### src/rtl/spi_slave_port.sv
// spi_slave_port: SPI responder with oversampled SCK/CS/MOSI, rx word strobe and one-word tx holding register
module spi_slave_port #(
    parameter int              WIDTH       = 8,
    parameter int              SYNC_STAGES = 2,
    parameter logic [WIDTH-1:0] FILL       = 8'hFF
) (
    input  logic             clock_i,
    input  logic             reset_ni,
    input  logic             cpol_i,
    input  logic             cpha_i,
    input  logic             cspol_i,
    input  logic             bp_clock_i,
    input  logic             bp_mosi_i,
    input  logic             bp_cs_i,
    output logic             bp_miso_o,
    output logic             bp_miso_oe_o,
    input  logic [WIDTH-1:0] tx_data_i,
    input  logic             tx_valid_i,
    output logic             tx_ready_o,
    output logic [WIDTH-1:0] rx_data_o,
    output logic             rx_valid_o,
    output logic             tx_underrun_o,
    output logic             state_o
);
    localparam int CW = $clog2(WIDTH + 1);
    typedef enum logic {IDLE = 1'b0, SEL = 1'b1} state_t;
    state_t                 state_q, state_d;
    logic [1:0]             rst_q;
    logic                   rst_n;
    logic [SYNC_STAGES-1:0] sck_sync_q, cs_sync_q, mosi_sync_q;
    logic                   sck_prev_q, armed_q, done_q, full_q, rx_valid_q, underrun_q;
    logic [CW-1:0]          cnt_q;
    logic [WIDTH-1:0]       rx_sh_q, rx_data_q, tx_sh_q, hold_q;
    logic                   sck_s, mosi_s, cs_act, live, lead, trail, sample, shift_e;
    logic                   enter, leave, complete, load, accept;

    // Reset asserts immediately but is released only on a clock edge
    always_ff @(posedge clock_i or negedge reset_ni)
        if (!reset_ni) rst_q <= 2'b00;
        else           rst_q <= {rst_q[0], 1'b1};
    assign rst_n = rst_q[1];

    // Bring the master's asynchronous pins into the clock domain and keep the last SCK for edge detection
    always_ff @(posedge clock_i or negedge rst_n)
        if (!rst_n) begin
            sck_sync_q  <= '0;
            cs_sync_q   <= '0;
            mosi_sync_q <= '0;
            sck_prev_q  <= 1'b0;
        end else begin
            sck_sync_q  <= {sck_sync_q[SYNC_STAGES-2:0], bp_clock_i};
            cs_sync_q   <= {cs_sync_q[SYNC_STAGES-2:0], bp_cs_i};
            mosi_sync_q <= {mosi_sync_q[SYNC_STAGES-2:0], bp_mosi_i};
            sck_prev_q  <= sck_s;
        end

    // Edges only count once SCK has been seen at its idle level while selected
    always_comb begin
        sck_s    = sck_sync_q[SYNC_STAGES-1];
        mosi_s   = mosi_sync_q[SYNC_STAGES-1];
        cs_act   = cspol_i ? !cs_sync_q[SYNC_STAGES-1] : cs_sync_q[SYNC_STAGES-1];
        live     = armed_q && (state_q == SEL) && cs_act;
        lead     = live && (sck_prev_q == cpol_i) && (sck_s != cpol_i);
        trail    = live && (sck_prev_q != cpol_i) && (sck_s == cpol_i);
        sample   = cpha_i ? trail : lead;
        shift_e  = cpha_i ? lead : trail;
        enter    = (state_q == IDLE) && cs_act;
        leave    = (state_q == SEL) && !cs_act;
        complete = sample && (cnt_q == CW'(WIDTH - 1));
        load     = (enter && !cpha_i) || (shift_e && (cpha_i ? (cnt_q == '0) : done_q));
        accept   = tx_valid_i && !full_q;
    end

    // FSM state register
    always_ff @(posedge clock_i or negedge rst_n)
        if (!rst_n) state_q <= IDLE;
        else        state_q <= state_d;

    // Selection simply follows the synchronized chip select
    always_comb state_d = cs_act ? SEL : IDLE;

    // FSM and datapath outputs
    always_comb begin
        state_o       = (state_q == SEL);
        bp_miso_oe_o  = (state_q == SEL);
        bp_miso_o     = tx_sh_q[WIDTH-1];
        tx_ready_o    = !full_q;
        rx_data_o     = rx_data_q;
        rx_valid_o    = rx_valid_q;
        tx_underrun_o = underrun_q;
    end

    // Shift registers, bit counter and holding register; deselect drops any partial or loaded word
    always_ff @(posedge clock_i or negedge rst_n)
        if (!rst_n) begin
            armed_q    <= 1'b0;
            done_q     <= 1'b0;
            full_q     <= 1'b0;
            rx_valid_q <= 1'b0;
            underrun_q <= 1'b0;
            cnt_q      <= '0;
            rx_sh_q    <= '0;
            rx_data_q  <= '0;
            tx_sh_q    <= '0;
            hold_q     <= '0;
        end else begin
            armed_q    <= (state_d == SEL) && (armed_q || (sck_s == cpol_i));
            rx_valid_q <= 1'b0;
            underrun_q <= 1'b0;
            if (accept) begin
                hold_q <= tx_data_i;
                full_q <= 1'b1;
            end
            if (leave) begin
                cnt_q   <= '0;
                tx_sh_q <= '0;
                done_q  <= 1'b0;
            end else begin
                if (enter) cnt_q <= '0;
                if (sample) begin
                    rx_sh_q <= {rx_sh_q[WIDTH-2:0], mosi_s};
                    cnt_q   <= complete ? '0 : cnt_q + 1'b1;
                end
                if (complete) begin
                    rx_data_q  <= {rx_sh_q[WIDTH-2:0], mosi_s};
                    rx_valid_q <= 1'b1;
                    done_q     <= 1'b1;
                end
                if (load) begin
                    tx_sh_q    <= full_q ? hold_q : FILL;
                    underrun_q <= !full_q;
                    done_q     <= 1'b0;
                    if (full_q) full_q <= 1'b0;
                end else if (shift_e) begin
                    tx_sh_q <= {tx_sh_q[WIDTH-2:0], 1'b0};
                end
            end
        end
endmodule

### config.mk
export PLATFORM = sky130hd
export DESIGN_NAME = spi_slave_port
export DESIGN_NICKNAME = d
export VERILOG_FILES = /design/src/rtl/spi_slave_port.sv
export SDC_FILE = /design/constraint.sdc
export NUM_CORES = 1
export LEC_CHECK = 0
export BUFFER_PORTS_ARGS = -buffer_cell sky130_fd_sc_hd__buf_4
export CORE_MARGIN = 4
export CORE_UTILIZATION = 55
export CTS_CLUSTER_SIZE = 28
export DETAILED_ROUTE_END_ITERATION = 6
export PLACE_DENSITY_LB_ADDON = 0.1
export REMOVE_ABC_BUFFERS = 1
export SETUP_SLACK_MARGIN = 0.02
export SYNTH_ARGS = -nofsm -noshare
export SYNTH_HDL_FRONTEND = slang
export SYNTH_SLANG_ARGS = --single-unit
### constraint.sdc
create_clock -name clock_i -period 2 [get_ports clock_i]
set_clock_uncertainty 0.1 [all_clocks]
set_input_delay 0.2 -clock clock_i [delete_from_list [all_inputs] [get_ports clock_i]]
set_output_delay 0.2 -clock clock_i [all_outputs]
set_load 0.005 [all_outputs]
[After elaboration in Yosys (flattened, before gate mapping)]
Cells that the tools add are included.
Widths: inputs -> output; s select.
Storage, ports and cells
  register bits after elaboration: 50
  input bits: 17
  output and inout port bits: 14
  word-level logic and storage cells: 73
Operators by class
  add/sub/neg operators: 1
  equality and inequality tests: 5
  multiplexer cells: 24
  bitwise gates (word level): 2
  reductions and logical operators: 25
Operators by type and width (number)
  $mux 8: 4
  $mux 1: 16
  $mux 4: 4
  $logic_and 1x1->1: 13
  $reduce_bool 3->1: 3
  $add 4x1->4 const B: 1
  $eq 4x3->1 const B: 1
  $logic_not 1->1: 4
  $logic_not 4->1: 1
  $reduce_and 2->1: 2
  $eq 1x1->1: 2
  $logic_or 1x1->1: 2
  $ne 1x1->1: 2
  $not 1->1: 2

[Longest topological paths before layout]
Gate-level depths: netlist (run 1).
  depth in word-level cells: 10
  gate-level depth with buffers: 7
  gate-level depth less buffers: 7

[Worst setup path after synthesis (run 1)]
OpenSTA, ideal clock, no wires.
  kind: register to register
  start point: reg cs_sync_q[1]
  end point: reg rx_sh_q[0]
  arrival time: 1498 ps
  required time: 1775 ps
  path slack: 277 ps
  cell stages (with the launch flop): 6
  period minus slack after synthesis: 1723 ps
  cell sequence: dfrtp_1 -> xnor2_1 -> nor2_2 -> nand2_2 -> buf_4 -> mux2_2
Between the ends
  cells in the longest elaborated chain, start to end: 7
  elaborated cells on any way between the ends: 12
  those cells by class: mux: 2; bitwise: 1; reduce/logical: 9
RTL lines
  from (decl): line 30  | logic [SYNC_STAGES-1:0] sck_sync_q, cs_sync_q, mosi_sync_q;
  from (signal assigned): line 52  | cs_sync_q <= {cs_sync_q[SYNC_STAGES-2:0], bp_cs_i};
  $logic_not 1->1: line 61  | cs_act = cspol_i ? !cs_sync_q[SYNC_STAGES-1] : cs_sync_q[SYNC_STAGES-1];
  $mux 1 *: line 61
  $logic_and 1x1->1: line 62  | live = armed_q && (state_q == SEL) && cs_act;
  $logic_and 1x1->1, on equally long branches (2 in a row): line 63, 64
  $mux 1: line 65  | sample = cpha_i ? trail : lead;
  $reduce_and 2->1 (no line) *
  to (signal assigned): line 121  | rx_sh_q <= {rx_sh_q[WIDTH-2:0], mosi_s};
  to (decl): line 33  | logic [WIDTH-1:0] rx_sh_q, rx_data_q, tx_sh_q, hold_q;
Mark *: on every way between the ends. The rest lies on a longest branch, timed or not.
A chain may end at the register's enable or synchronous reset.

[Worst setup path after layout (run 1)]
  start point: reg cnt_q[0]
  end point: reg tx_sh_q[5]
Between the ends
  cells in the longest elaborated chain, start to end: 6
  elaborated cells on any way between the ends: 7
  those cells by class: mux: 3; reduce/logical: 4
RTL lines
  from (decl): line 32  | logic [CW-1:0] cnt_q;
  from (signal assigned): line 122  | cnt_q <= complete ? '0 : cnt_q + 1'b1;
  $logic_not 4->1 *: line 70  | load = (enter && !cpha_i) || (shift_e && (cpha_i ? (cnt_q == '0) : done_q));
  $mux 1 *: line 70
  $logic_and 1x1->1 *: line 70
  $logic_or 1x1->1 *: line 70
  $mux 8: line 129  | if (load) begin
  $mux 8: line 114  | if (leave) begin
  to (signal assigned): line 130  | tx_sh_q <= full_q ? hold_q : FILL;
  to (signal assigned): line 135  | tx_sh_q <= {tx_sh_q[WIDTH-2:0], 1'b0};
  to (decl): line 33
Marked as above.

==> results of run 1 <==
-- sequential cells by signal (all words and copies together), names as in the netlist, 2 cells and up --
signal / cells
tx_sh_q: 8
mosi_sync_q: 2
cnt_q: 4
rx_sh_q: 7
rx_data_o: 8
hold_q: 8
sck_sync_q: 2
cs_sync_q: 2
rst_q: 2
-- worst max-delay path, stage by stage (launching register included) --
cell	delay, ns
dfrtp_1	0.41
inv_1	0.06
ha_1	0.19
nor3b_1	0.14
mux2_2	0.27
a31oi_2	0.24
nand2_1	0.20
o22ai_1	0.20
-- metal layers --
layer  GRT usage  wire [um]  up-vias
met1       0.190       1320      616
met3      0.0519        154        5
met4      0.0695         40        0
met2       0.282       1750       23
li1            -          -      603
met5           0          0        -
-- cell usage after synthesis, drive strengths merged --
cell type / count
dfrtp: 50
mux2: 25
nor2: 12
mux2i: 11
nand3: 7
o22ai: 7
nand2: 6
inv: 4
buf: 3
nor3: 3
xnor2: 3
a21o: 2
ha: 2
nand2b: 2
a21oi: 1
a31oi: 1
clkbuf: 1
clkinv: 1
conb: 1
nand3b: 1
nor2b: 1
nor3b: 1
o211a: 1
o21ai: 1
xor2: 1
-- what timing repair did --
| item | 4_1_cts | 5_1_grt |
|---|---|---|
| buffers inserted | 0 | 1 |
| hold buffers | 4 | 0 |
| hold endpoints to repair | 5 | 0 |
| setup endpoints to repair | 0 | 8 |
-- worst paths after layout --
check                                   from          to  slack (ns)  depth (start not counted)
worst max register to register      cnt_q[0]  tx_sh_q[5]        0.11                          7
worst min register to register      rst_q[1]   hold_q[3]        0.04                          0
min in group asynchronous           rst_q[1]   hold_q[3]        0.04                          0
worst min-delay path            tx_data_i[3]   hold_q[3]        0.03                          2
max in group asynchronous           rst_q[1]  rx_sh_q[0]        1.30                          1
worst max-delay path                cnt_q[0]  tx_sh_q[5]        0.11                          7
-- through the flow --
step / util / total power (W) / setup slack (ns)
6_report: 0.718 / 0.00233 / 0.111
5_1_grt: 0.718 / 0.00248 / -0.0173
4_1_cts: 0.715 / 0.00235 / 0.0746
3_5_place_dp: 0.679 / 0.00179 / 0.0451
3_3_place_gp: 0.679 / 0.00175 / 0.135
2_1_floorplan: - / 0.00162 / 0.0154
-- cell families (layout without fill, tap and decap cells) --
group | after synthesis | in the layout | share of synthesized area
AO/OA/AOI/OAI | 13 | 13 | 0.0454
XOR/XNOR | 4 | 4 | 0.0174
adder cells (fa/ha/maj) | 2 | 2 | 0.0124
buffers and inverters | 9 | 55 | 0.0224
flip-flops | 50 | 50 | 0.622
multiplexers | 36 | 36 | 0.196
other | 1 | 1 | 0.00186
AND/OR/NAND/NOR | 33 | 33 | 0.0827
-- final cells by class --
cell class	count	area [um2]
multi-input combinational	89	717
fill	259	972
clock inverter	2	13.8
inverter	5	18.8
sequential	50	1250
timing repair buffer	42	338
tap	46	57.6
clock buffer	6	72.6
-- report_power, final --
| part | total (W) | leakage (nW) | internal (W) | switching (W) |
|---|---|---|---|---|
| clock | 0.000557 | 0.0452 | 0.000247 | 0.000310 |
| combinational | 0.000467 | 0.564 | 0.000265 | 0.000202 |
| sequential | 0.00130 | 0.641 | 0.00119 | 0.000107 |
| total | 0.00233 | 1.25 | 0.00171 | 0.000619 |
==> impl_metrics.env, run 1 <==
export IMPL_num_antenna_cells=0
export IMPL_tns_ns=0
export IMPL_die_height_um=68.5
export IMPL_die_w_um=68.5
export IMPL_vias=1247
export IMPL_final_cell_mix="49 x dfrtp_1, 37 x buf_4, 25 x mux2_2"
export IMPL_synth_seq_cells=50
export IMPL_synth_top_area_share=0.622
export IMPL_wl_um=3260
export IMPL_vias_per_cell=5.20
export IMPL_synth_area_um2=2010
export IMPL_clock_latency_ns=0.29
export IMPL_final_cells=240
export IMPL_worst_hold_slack_ns=0.0348
export IMPL_maxSlewViolCount=0
export IMPL_core_area_um2=3440
export IMPL_leakagePower_nw=1.25
export IMPL_crit_type="flip-flop to flip-flop"
export IMPL_layout_commonest_cell="dfrtp_1"
export IMPL_ant_nets=0
export IMPL_row_count=21
export IMPL_cts_max_level=2
export IMPL_layout_nets=212
export IMPL_cts_resized=0
export IMPL_drv_cap=0
export IMPL_critical_path_required_ns=2.11
export IMPL_initialDrtViolationCount=54
export IMPL_clk_transition_reported_paths_ns=0.09
export IMPL_yosysWarnings=0
export IMPL_root_buffer="clkbuf_8"
export IMPL_synth_area_leaders="dfrtp_1 62%, mux2_2 14%, mux2i_1 5.0%"
export IMPL_initial_utilization=0.585
export IMPL_post_route_cells_drive_above_1_share=0.397
export IMPL_status="complete, no violations"
export IMPL_synthCells=148
export IMPL_first_global_vias=1316
export IMPL_drc=0
export IMPL_cp_max_fo=7
export IMPL_start_kind="flip-flop"
export IMPL_io_buffers=30
export IMPL_design_area_um2=2470
export IMPL_arrival_ns=2.00
export IMPL_wire_per_inst_um=13.6
export IMPL_power_density_nw_per_um2=942
export IMPL_grt_overflow_total=0
export IMPL_rsz0062_at_grt="yes"
export IMPL_cts_tree="yes"
export IMPL_hpwl_um=2410
export IMPL_postPlaceCellArea_um2=2340
export IMPL_fmax_mhz=529
export IMPL_grt_first_pass_wirelength_um=5600
export IMPL_placed_cells=227
export IMPL_antenna_found_initial=0
export IMPL_synth_area_leader_cell="dfrtp_1"
export IMPL_synth_seq_area_share=0.622
export IMPL_hold_path_class="primary input to flip-flop"
export IMPL_numCtsBuffers=5
export IMPL_die_area_um2=4690
export IMPL_hold_viol=0
export IMPL_clkSinkCount=50
export IMPL_setup_violations=0
export IMPL_clock_path_buffers=2
export IMPL_fin_crit_ns=1.89
export IMPL_synthToLayoutAreaGrowth_pct=22.7
export IMPL_track_usage=0.165
export IMPL_fin_crit_sh=0.945
export IMPL_ios=31
export IMPL_first_pass_iters=3
export IMPL_grt_max_degree=39
export IMPL_peakVddDrop_v=0.000650
export IMPL_yosysUniqueCellTypes=29
export IMPL_cp_end_kind="flip-flop"
export IMPL_synth_avg_cell_area_um2=13.6
export IMPL_gp_congestion=0.715
Note: power is estimated with default switching activity, not from simulation.
==> inputs of run 2 (changes only) <==
--- a/config.mk
+++ b/config.mk
@@ -6,7 +6,6 @@
 export NUM_CORES = 1
 export LEC_CHECK = 0
 export BUFFER_PORTS_ARGS = -buffer_cell sky130_fd_sc_hd__buf_4
-export CORE_MARGIN = 4
 export CORE_UTILIZATION = 55
 export CTS_CLUSTER_SIZE = 28
 export DETAILED_ROUTE_END_ITERATION = 6
==> run 2 against run 1 <==
Cell count up 2.9%. Non-clock buffer count rose by 7. Critical path depth is 1 higher. Total power increased by 1.5%. Final area increased by 2.6%. Die area fell by 17%. Count of clock-buffer cells in the layout up 1. Sequential share of layout area decreased by 1.3 points.
==> impl_metrics.env, run 2 (synthesis results as in run 1) <==
export IMPL_die_area_um2=3910
export IMPL_hpwl_um=2330
export IMPL_synthToLayoutAreaGrowth_pct=25.9
export IMPL_layout_nets=219
export IMPL_grt_first_pass_wirelength_um=6000
export IMPL_crit_type="flip-flop to flip-flop"
export IMPL_grt_max_degree=27
export IMPL_num_antenna_cells=0
export IMPL_cp_end_kind="flip-flop"
export IMPL_cp_max_fo=12
export IMPL_fmax_mhz=536
export IMPL_row_count=21
export IMPL_ios=31
export IMPL_status="complete, no violations"
export IMPL_tns_ns=0
export IMPL_pwr_share_seq=0.556
export IMPL_fin_crit_ns=1.87
export IMPL_hold_viol=0
export IMPL_first_global_vias=1382
export IMPL_internal_power_w=0.00173
export IMPL_core_area_um2=3420
export IMPL_numCtsBuffers=5
export IMPL_setup_violations=0
export IMPL_ant_nets=0
export IMPL_slew_limit_headroom=0.661
export IMPL_leakagePower_nw=1.27
export IMPL_fin_crit_sh=0.933
export IMPL_multi_input_area_um2=719
export IMPL_io_buffers=30
export IMPL_drv_cap=0
export IMPL_vias=1276
export IMPL_pwr_share_comb=0.205
export IMPL_arrival_ns=2.06
export IMPL_layout_setup_ws_ns=0.134
export IMPL_cts_max_level=2
export IMPL_track_usage=0.198
export IMPL_root_buffer="clkbuf_4"
export IMPL_clk_transition_reported_paths_ns=0.14
export IMPL_drc=0
export IMPL_initialDrtViolationCount=52
export IMPL_fill_cells=235
export IMPL_post_route_cells_drive_above_1_share=0.378
export IMPL_hold_path_class="primary input to async pin"
export IMPL_antenna_found_initial=0
export IMPL_start_kind="flip-flop"
export IMPL_critical_path_required_ns=2.19
export IMPL_layout_commonest_cell="dfrtp_1"
export IMPL_wire_per_inst_um=13.9
export IMPL_die_w_um=62.5
export IMPL_clkSinkCount=50
export IMPL_clock_path_buffers=2
export IMPL_vias_per_cell=5.17
export IMPL_peakVddDrop_v=0.000771
export IMPL_pre_cts_ws_ns=0.0596
export IMPL_wl_um=3440
export IMPL_p_sw_w=0.000626
export IMPL_power_frac_clock=0.239
export IMPL_power_density_nw_per_um2=931
export IMPL_first_pass_iters=4
export IMPL_initial_utilization=0.589
export IMPL_final_cell_mix="49 x dfrtp_1, 36 x buf_4, 25 x mux2_2"
export IMPL_maxSlewViolCount=0
export IMPL_clock_latency_ns=0.35
export IMPL_die_height_um=62.5
export IMPL_grt_overflow_total=0
export IMPL_worstMarginPinSlew_ns=0.509
export IMPL_rsz0062_at_grt="yes"
export IMPL_gp_congestion=0.764
export IMPL_seq_area_um2=1250
export IMPL_cts_tree="yes"
export IMPL_switching_share=0.265
[run 2: final cells by class]
cell class	instances	area share
Tap cell	46	0.0227
Inverter	5	0.00741
Multi-Input combinational cell	89	0.284
Clock buffer	7	0.0178
Clock inverter	1	0.0119
Sequential cell	50	0.494
Timing Repair Buffer	49	0.162
[run 2: worst max-delay path, cell delays in order, from the launching register on]
cell     delay, ns
dfrtp_1       0.44
inv_1         0.06
ha_1          0.18
nor3b_1       0.14
mux2_2        0.27
a31oi_2       0.21
buf_4         0.22
nor3_1        0.06
a21oi_1       0.11
[run 2: what timing repair did]
item,4_1_cts,5_1_grt
hold endpoints to repair,13,0
hold buffers,12,0
endpoints found under the setup margin,0,5
resized for setup,0,1
buffers inserted,0,0
[run 2: path summary, 6_finish.rpt]
| check | endpoint | cells after the start | slack [ns] | from |
|---|---|---|---|---|
| max in group asynchronous | tx_sh_q[7] | 1 | 1.14 | rst_q[1] |
| min in group clock_i | armed_q | 4 | 0.06 | cpol_i |
| worst max register to register | tx_sh_q[0] | 8 | 0.13 | cnt_q[0] |
| worst max-delay path | tx_sh_q[0] | 8 | 0.13 | cnt_q[0] |
| worst min register to register | armed_q | 0 | 0.15 | rst_q[1] |
| worst min-delay path | rst_q[1] | 2 | 0.06 | reset_ni |
[run 2: power by group through the flow]
stage | combinational [W] | clock [W] | sequential [W]
6_report | 0.000485 | 0.000563 | 0.00131
5_1_grt | 0.000537 | 0.000614 | 0.00134
4_1_cts | 0.000479 | 0.000576 | 0.00131
3_5_place_dp | 0.000459 | 0 | 0.00133
3_3_place_gp | 0.000434 | 0 | 0.00132
2_1_floorplan | 0.000312 | 0 | 0.00131
[run 2: per-layer routing]
layer	GRT usage	up-vias	wire, um
met3	0.0529	5	107
met5	0	-	0
met2	0.352	26	1830
met4	0.0756	0	34
met1	0.226	630	1470
li1	-	615	-
[run 2: metrics by stage]
step           power, W  instances   util  instance area, um2  hold WS, ns
2_1_floorplan   0.00162        144      -                1990       -0.196
3_3_place_gp    0.00175        227  0.684                2340       -0.118
3_5_place_dp    0.00179        227  0.684                2340       -0.117
4_1_cts         0.00236        247  0.741                2530       0.0341
5_1_grt         0.00249        247  0.742                2530       0.0325
6_report        0.00236        247  0.742                2530       0.0562
